### src/rtl/mcp4922_scheduler_if.sv
// Update-request and DAC pin bundle for mcp4922_scheduler.
// master = signal-generation side, slave = the scheduler itself.
interface mcp4922_scheduler_if;
  logic [11:0] i_dataA;
  logic        i_strobeA;
  logic [11:0] i_dataB;
  logic        i_strobeB;
  logic        o_pendA;
  logic        o_pendB;
  logic        o_busy;
  logic        o_doneA;
  logic        o_doneB;
  logic        o_SPICLK;
  logic        o_MOSI;
  logic        o_CS;
  logic        o_LDAC;

  modport master (
    output i_dataA, i_strobeA, i_dataB, i_strobeB,
    input  o_pendA, o_pendB, o_busy, o_doneA, o_doneB,
    input  o_SPICLK, o_MOSI, o_CS, o_LDAC
  );

  modport slave (
    input  i_dataA, i_strobeA, i_dataB, i_strobeB,
    output o_pendA, o_pendB, o_busy, o_doneA, o_doneB,
    output o_SPICLK, o_MOSI, o_CS, o_LDAC
  );
endinterface

### src/rtl/mcp4922_scheduler.sv
// Coalescing round-robin A/B update scheduler driving an MCP4922 over SPI mode 0.
// Define MCP4922_SYNC_LDAC_EN to latch both channels together with one LDAC pulse.
module mcp4922_scheduler #(
  parameter int CLKDIV    = 4,
  parameter int CS_GAP    = 2,
  parameter bit REFBUFFER = 1'b1,
  parameter bit GAINONE   = 1'b1
) (
  input logic CLK,
  input logic RST,
  mcp4922_scheduler_if.slave bus
);

  localparam int DIV_W = $clog2(CLKDIV + 1);
  localparam int GAP_W = $clog2(CS_GAP + 1);
  localparam logic [DIV_W-1:0] DIV_LAST = DIV_W'(CLKDIV - 1);
  localparam logic [GAP_W-1:0] GAP_LAST = GAP_W'(CS_GAP - 1);

`ifdef MCP4922_SYNC_LDAC_EN
  typedef enum logic [1:0] {IDLE, SHIFT, GAP, LDAC} state_t;
`else
  typedef enum logic [1:0] {IDLE, SHIFT, GAP} state_t;
`endif

  state_t state, state_nxt;

  logic [11:0]      hold_a, hold_b;
  logic             pend_a, pend_b, last_b, cur_b;
  logic [15:0]      shreg;
  logic [DIV_W-1:0] div_cnt;
  logic [4:0]       bit_cnt;
  logic [GAP_W-1:0] gap_cnt;
  logic             sck, cs, done_a, done_b;
  logic             sel_a, sel_b, half_tick, last_fall, gap_end;

  // B wins only when A is idle or A was the channel served last.
  assign sel_b     = pend_b && (!pend_a || !last_b);
  assign sel_a     = pend_a && !sel_b;
  assign half_tick = (div_cnt == DIV_LAST);
  assign last_fall = (state == SHIFT) && half_tick && sck && (bit_cnt == 5'd15);
  assign gap_end   = (state == GAP) && (gap_cnt == GAP_LAST);

  always_ff @(posedge CLK) begin
    if (RST) state <= IDLE;
    else     state <= state_nxt;
  end

  always_comb begin
    state_nxt = state;
    case (state)
      IDLE:  if (pend_a || pend_b) state_nxt = SHIFT;
      SHIFT: if (last_fall) state_nxt = GAP;
`ifdef MCP4922_SYNC_LDAC_EN
      GAP:   if (gap_end) state_nxt = (pend_a || pend_b) ? IDLE : LDAC;
      LDAC:  if (half_tick) state_nxt = IDLE;
`else
      GAP:   if (gap_end) state_nxt = IDLE;
`endif
      default: state_nxt = IDLE;
    endcase
  end

`ifdef MCP4922_SYNC_LDAC_EN
  logic ldac;
`endif

  always_ff @(posedge CLK) begin
    if (RST) begin
      hold_a  <= '0;
      hold_b  <= '0;
      pend_a  <= 1'b0;
      pend_b  <= 1'b0;
      last_b  <= 1'b1;
      cur_b   <= 1'b0;
      cs      <= 1'b1;
      sck     <= 1'b0;
      done_a  <= 1'b0;
      done_b  <= 1'b0;
      div_cnt <= '0;
      bit_cnt <= '0;
      gap_cnt <= '0;
`ifdef MCP4922_SYNC_LDAC_EN
      ldac    <= 1'b1;
`endif
    end else begin
      done_a <= 1'b0;
      done_b <= 1'b0;
      if (bus.i_strobeA) hold_a <= bus.i_dataA;
      if (bus.i_strobeB) hold_b <= bus.i_dataB;
      // A strobe landing in the selection cycle keeps its pend flag set.
      pend_a  <= bus.i_strobeA || (pend_a && !(state == IDLE && sel_a));
      pend_b  <= bus.i_strobeB || (pend_b && !(state == IDLE && sel_b));
      div_cnt <= (state != state_nxt || half_tick) ? '0 : div_cnt + 1'b1;
      case (state)
        IDLE: if (pend_a || pend_b) begin
          shreg   <= {sel_b, REFBUFFER, GAINONE, 1'b1, sel_b ? hold_b : hold_a};
          last_b  <= sel_b;
          cur_b   <= sel_b;
          cs      <= 1'b0;
          bit_cnt <= '0;
        end
        SHIFT: if (half_tick) begin
          sck <= !sck;
          if (sck) begin
            shreg   <= shreg << 1;
            bit_cnt <= bit_cnt + 5'd1;
          end
          if (last_fall) begin
            cs      <= 1'b1;
            done_a  <= !cur_b;
            done_b  <= cur_b;
            gap_cnt <= '0;
          end
        end
        GAP: begin
          gap_cnt <= gap_cnt + 1'b1;
`ifdef MCP4922_SYNC_LDAC_EN
          if (gap_end && !pend_a && !pend_b) ldac <= 1'b0;
`endif
        end
`ifdef MCP4922_SYNC_LDAC_EN
        LDAC: if (half_tick) ldac <= 1'b1;
`endif
        default: ;
      endcase
    end
  end

`ifdef MCP4922_SYNC_LDAC_EN
  assign bus.o_LDAC = ldac;
`else
  assign bus.o_LDAC = 1'b0;
`endif

  assign bus.o_pendA  = pend_a;
  assign bus.o_pendB  = pend_b;
  assign bus.o_busy   = (state != IDLE);
  assign bus.o_doneA  = done_a;
  assign bus.o_doneB  = done_b;
  assign bus.o_SPICLK = sck;
  assign bus.o_MOSI   = (state == SHIFT) && shreg[15];
  assign bus.o_CS     = cs;

endmodule

### src/flat_wrapper.sv
// flat-port wrapper written by rule: the top's interface ports become plain ports
module mcp4922_scheduler_flat 
#(
  parameter int CLKDIV    = 4,
  parameter int CS_GAP    = 2,
  parameter bit REFBUFFER = 1'b1,
  parameter bit GAINONE   = 1'b1
)
  (CLK, RST, bus_i_dataA, bus_i_strobeA, bus_i_dataB, bus_i_strobeB, bus_o_pendA, bus_o_pendB, bus_o_busy, bus_o_doneA, bus_o_doneB, bus_o_SPICLK, bus_o_MOSI, bus_o_CS, bus_o_LDAC);
  mcp4922_scheduler_if bus_i ();
  input logic CLK;
  input logic RST;
  input wire logic [$bits(bus_i.i_dataA)-1:0] bus_i_dataA;
  input wire logic [$bits(bus_i.i_strobeA)-1:0] bus_i_strobeA;
  input wire logic [$bits(bus_i.i_dataB)-1:0] bus_i_dataB;
  input wire logic [$bits(bus_i.i_strobeB)-1:0] bus_i_strobeB;
  output wire logic [$bits(bus_i.o_pendA)-1:0] bus_o_pendA;
  output wire logic [$bits(bus_i.o_pendB)-1:0] bus_o_pendB;
  output wire logic [$bits(bus_i.o_busy)-1:0] bus_o_busy;
  output wire logic [$bits(bus_i.o_doneA)-1:0] bus_o_doneA;
  output wire logic [$bits(bus_i.o_doneB)-1:0] bus_o_doneB;
  output wire logic [$bits(bus_i.o_SPICLK)-1:0] bus_o_SPICLK;
  output wire logic [$bits(bus_i.o_MOSI)-1:0] bus_o_MOSI;
  output wire logic [$bits(bus_i.o_CS)-1:0] bus_o_CS;
  output wire logic [$bits(bus_i.o_LDAC)-1:0] bus_o_LDAC;
  assign bus_i.i_dataA = bus_i_dataA;
  assign bus_i.i_strobeA = bus_i_strobeA;
  assign bus_i.i_dataB = bus_i_dataB;
  assign bus_i.i_strobeB = bus_i_strobeB;
  assign bus_o_pendA = bus_i.o_pendA;
  assign bus_o_pendB = bus_i.o_pendB;
  assign bus_o_busy = bus_i.o_busy;
  assign bus_o_doneA = bus_i.o_doneA;
  assign bus_o_doneB = bus_i.o_doneB;
  assign bus_o_SPICLK = bus_i.o_SPICLK;
  assign bus_o_MOSI = bus_i.o_MOSI;
  assign bus_o_CS = bus_i.o_CS;
  assign bus_o_LDAC = bus_i.o_LDAC;
  mcp4922_scheduler #(.CLKDIV(CLKDIV), .CS_GAP(CS_GAP), .REFBUFFER(REFBUFFER), .GAINONE(GAINONE)) u_core (.CLK(CLK), .RST(RST), .bus(bus_i));
endmodule
### config.mk
export PLATFORM = sky130hd
export DESIGN_NAME = mcp4922_scheduler_flat
export DESIGN_NICKNAME = d
export VERILOG_FILES = /design/src/rtl/mcp4922_scheduler_if.sv /design/src/rtl/mcp4922_scheduler.sv /design/src/flat_wrapper.sv
export SDC_FILE = /design/constraint.sdc
export NUM_CORES = 1
export LEC_CHECK = 0
export BUFFER_PORTS_ARGS = -buffer_cell sky130_fd_sc_hd__buf_4
export CAP_MARGIN = 20
export CORE_UTILIZATION = 50
export CTS_CLUSTER_DIAMETER = 60
export DETAILED_ROUTE_END_ITERATION = 10
export PLACE_DENSITY = 0.72
export SYNTH_ARGS = -nofsm -noshare
export SYNTH_HDL_FRONTEND = slang
export SYNTH_SLANG_ARGS = --single-unit
### constraint.sdc
create_clock -name CLK -period 2.2 [get_ports CLK]
set_input_delay 0.44 -clock CLK [delete_from_list [all_inputs] [get_ports CLK]]
set_output_delay 0.44 -clock CLK [all_outputs]
set_load 0.005 [all_outputs]
==> reports/qor.csv <==
stage;metric;value;unit
yosys;Post-Syn Nets;269;
clock_network;CTS resizes;0;
timing;Worst-Margin Slew;695;ps
route;WL/cell;13.3;um
timing;Worst Clk Skew;6.85;ps
finish;share of cells above drive strength 1;22.8;%
route;number of iterations in the first detailed-routing pass;4;
setup_path;family with the most delay on the worst path;flip-flops;
die;Initial Util;52.6;%
clock_network;CTS tree;built;
clock_network;Skew-Pair Late Insertion Delay;340;ps
setup_path;Crit Path Category;reg -> out;
hold_path;HP Class;in -> reg;
pwr;LEAKAGE;1.28;nW
setup_path;crit start category;flip-flop;
yosys;yosys warns;0;
setup_path;Critical R2R Launch;u_core.div_cnt[0];
route;drt drc;0;
clock_network;Num CTS Buffers;9;
clock_network;# H-tree levels;3;
die;I/O Pins;37;
finish;post-layout util;62.3;%
clock_network;Post-CTS Setup Inserts;0;
timing;Max Clk Rate;557;MHz
setup_path;CP Buf/Inv Count;2;
clock_network;clock sinks;60;
run_status;status;finished, final reports clean;
setup_path;CP endpoint kind;output pin;
clock_network;clock slew at reported path FFs;70;ps
setup_path;CP Cell Sequence;nor2_2 -> inv_1 -> buf_4;
timing;relative slew slack;53.5;%
yosys;Mean Syn Cell Area;10.7;sq um
die;die area;5320;sq um
finish;Register Area;1360;sq um
clock_network;root buffer cell;clkbuf_8;
hold_path;hold wc startpoint;bus_i_dataB[5];
yosys;top cell type's share of synthesized area;35.0;%
yosys;Synth cell types;38;
finish;Syn-to-layout area delta;18.5;%
route;final wirelength;4.57;mm
timing;crit path time final;1790;ps
timing;Setup-failing EPs final;0;
finish;filler cell count;431;
setup_path;CP Max Fanout;9;
timing;unrepaired setup endpoints after global routing;no;
timing;TNS Setup;0;ps
clock_network;CTS hold repair buffers;0;
yosys;sequential element share of the synthesized area;54.1;%
global_route;total global-route track usage;19.5;%
global_route;global-route wire length before repair;7.38;mm
yosys;synth top area cells;dfxtp_1, edfxtp_1, mux2i_1, nor2_1, a21oi_1;
timing;Max Slew Vio Count;0;
yosys;Seq cells post-synth;60;
route;vias per cell;5.04;
pwr;peak supply drop;0.493;mV
global_route;pin count of the biggest net entering global routing;43;
timing;final hold vios;0;
setup_path;Data required, critical path;1760;ps
place;GPL Wtd Cong;0.781;
global_route;vias in the first global route;1580;
timing;Final period util;81.6;%
yosys;post-synthesis cell area;2520;sq um
route;post-route antenna net violation count;0;
pwr;power per cell area;803;nW/um^2
finish;final net count;304;
route;DRT iter0 DRCs;76;
yosys;Syn Inst Count;236;
pwr;Power, Total;2.40;mW
yosys;Yosys top cell by area;dfxtp_1;
die;Core Region;4790;sq um
die;Std-Cell Rows;25;
die;Die Wd;72.9;um
setup_path;max incr delay on CP;520;ps
setup_path;Crit. Startpoint;u_core.state[0];
setup_path;critical path's slowest cell;dfxtp_1;
flow_run;Max-Cap Viols;0;
finish;diodes inserted;0;
global_route;grt ovf;0;
place;Detailed Place HPWL;2.96;mm
route;detailed-route via count;1729;
setup_path;CP Data Arrival Time;1350;ps
global_route;antenna violations before repair;0;
clock_network;clock buffer depth;2;
place;buffers added on ports;35;
finish;Multi-input gate area;1030;sq um
die;Die Ht;72.9;um
==> routing by layer <==
| metal | GRT usage, % | routed length, um | up-vias |
|---|---|---|---|
| met4 | 7.19 | 55 | 0 |
| li1 | - | - | 889 |
| met2 | 29.3 | 2110 | 42 |
| met1 | 24.5 | 2180 | 791 |
| met5 | 0 | 0 | - |
| met3 | 9.12 | 221 | 7 |
==> cell families after synthesis <==
logic type / synth area share (%)
AND/OR/NAND/NOR: 13.4
flip-flops: 54.1
AO/OA/AOI/OAI: 10.0
multiplexers: 14.8
buffers and inverters: 4.77
adder cells (fa/ha/maj): 2.49
other: 0.149
XOR/XNOR: 0.348
==> tightest hold or removal path, cell delays in order <==
cell     delay [ps]
buf_4            70
mux2i_1          50
nor2_1           70
==> cell usage after synthesis (all sizes together) <==
cell type and count:
nor3b 1, nor2 42, and3 2, mux2i 36
a21boi 2, o211ai 3, ha 5, buf 14
edfxtp 16, dfxtp 44, xor2 1, a31o 1
or2 4, a41o 2, nand2b 3, and2 1
nand3b 1, a211o 1, nand3 2, nor2b 1
o21ba 1, o21ai 8, nor3 3, inv 9
and4b 1, or3 3, conb 1, a21oi 21
a221o 1, nand2 4, nand4b 1, mux2 1
==> state kept, by name (all words and copies together) (netlist names), 2 cells and up <==
register / cells
u_core.bit_cnt: 5
u_core.hold_b: 12
u_core.div_cnt: 3
u_core.state: 2
u_core.shreg: 16
u_core.gap_cnt: 2
u_core.hold_a: 12
==> placed cells by master, fill, tap and decap left out, types with 2 or more instances in the layout <==
cell type   instances
nand3_1             2
edfxtp_1           16
nand2b_1            3
a21oi_1            21
dfxtp_1            44
and3_1              2
buf_4              38
or3_1               3
clkinvlp_4          3
nand2_1             4
a41o_1              2
nor3_1              3
or2_2               3
nor2_1             41
ha_1                5
o21ai_0             8
o211ai_1            3
mux2i_1            36
inv_1               9
clkbuf_8           10
==> area by class of cell <==
| type | instances | area share (%) |
|---|---|---|
| timing repair buffer | 38 | 9.56 |
| tap | 67 | 2.81 |
| clock inverter | 6 | 1.55 |
| inverter | 9 | 1.13 |
| sequential | 60 | 45.6 |
| multi-input combinational | 153 | 34.7 |
| clock buffer | 10 | 4.61 |
==> per-stage QoR <==
step	std cells	setup slack (ps)	hold WS [ps]	instance area, sq um
after detailed placement	327	533	423	2800
final	343	406	327	2980
after CTS	343	409	310	2980
after global routing	343	336	313	2980
after floorplan	236	108	399	2520
after global placement	327	571	407	2800
==> path summary, 6_finish.rpt <==
| path | cells after the start | slack [ps] | endpoint |
|---|---|---|---|
| max reg2reg | 5 | 530 | u_core.shreg[3] |
| min | 3 | 330 | u_core.hold_b[5] |
| min reg2reg | 1 | 420 | u_core.div_cnt[0] |
| max | 3 | 410 | bus_o_busy |
==> where the power goes <==
part	internal (mW)	switching, mW	total [mW]
clock	0.444	0.461	0.905
combinational	0.123	0.127	0.250
sequential	1.21	0.0353	1.24
total	1.77	0.623	2.40
Note: power is estimated with default switching activity, not from simulation.
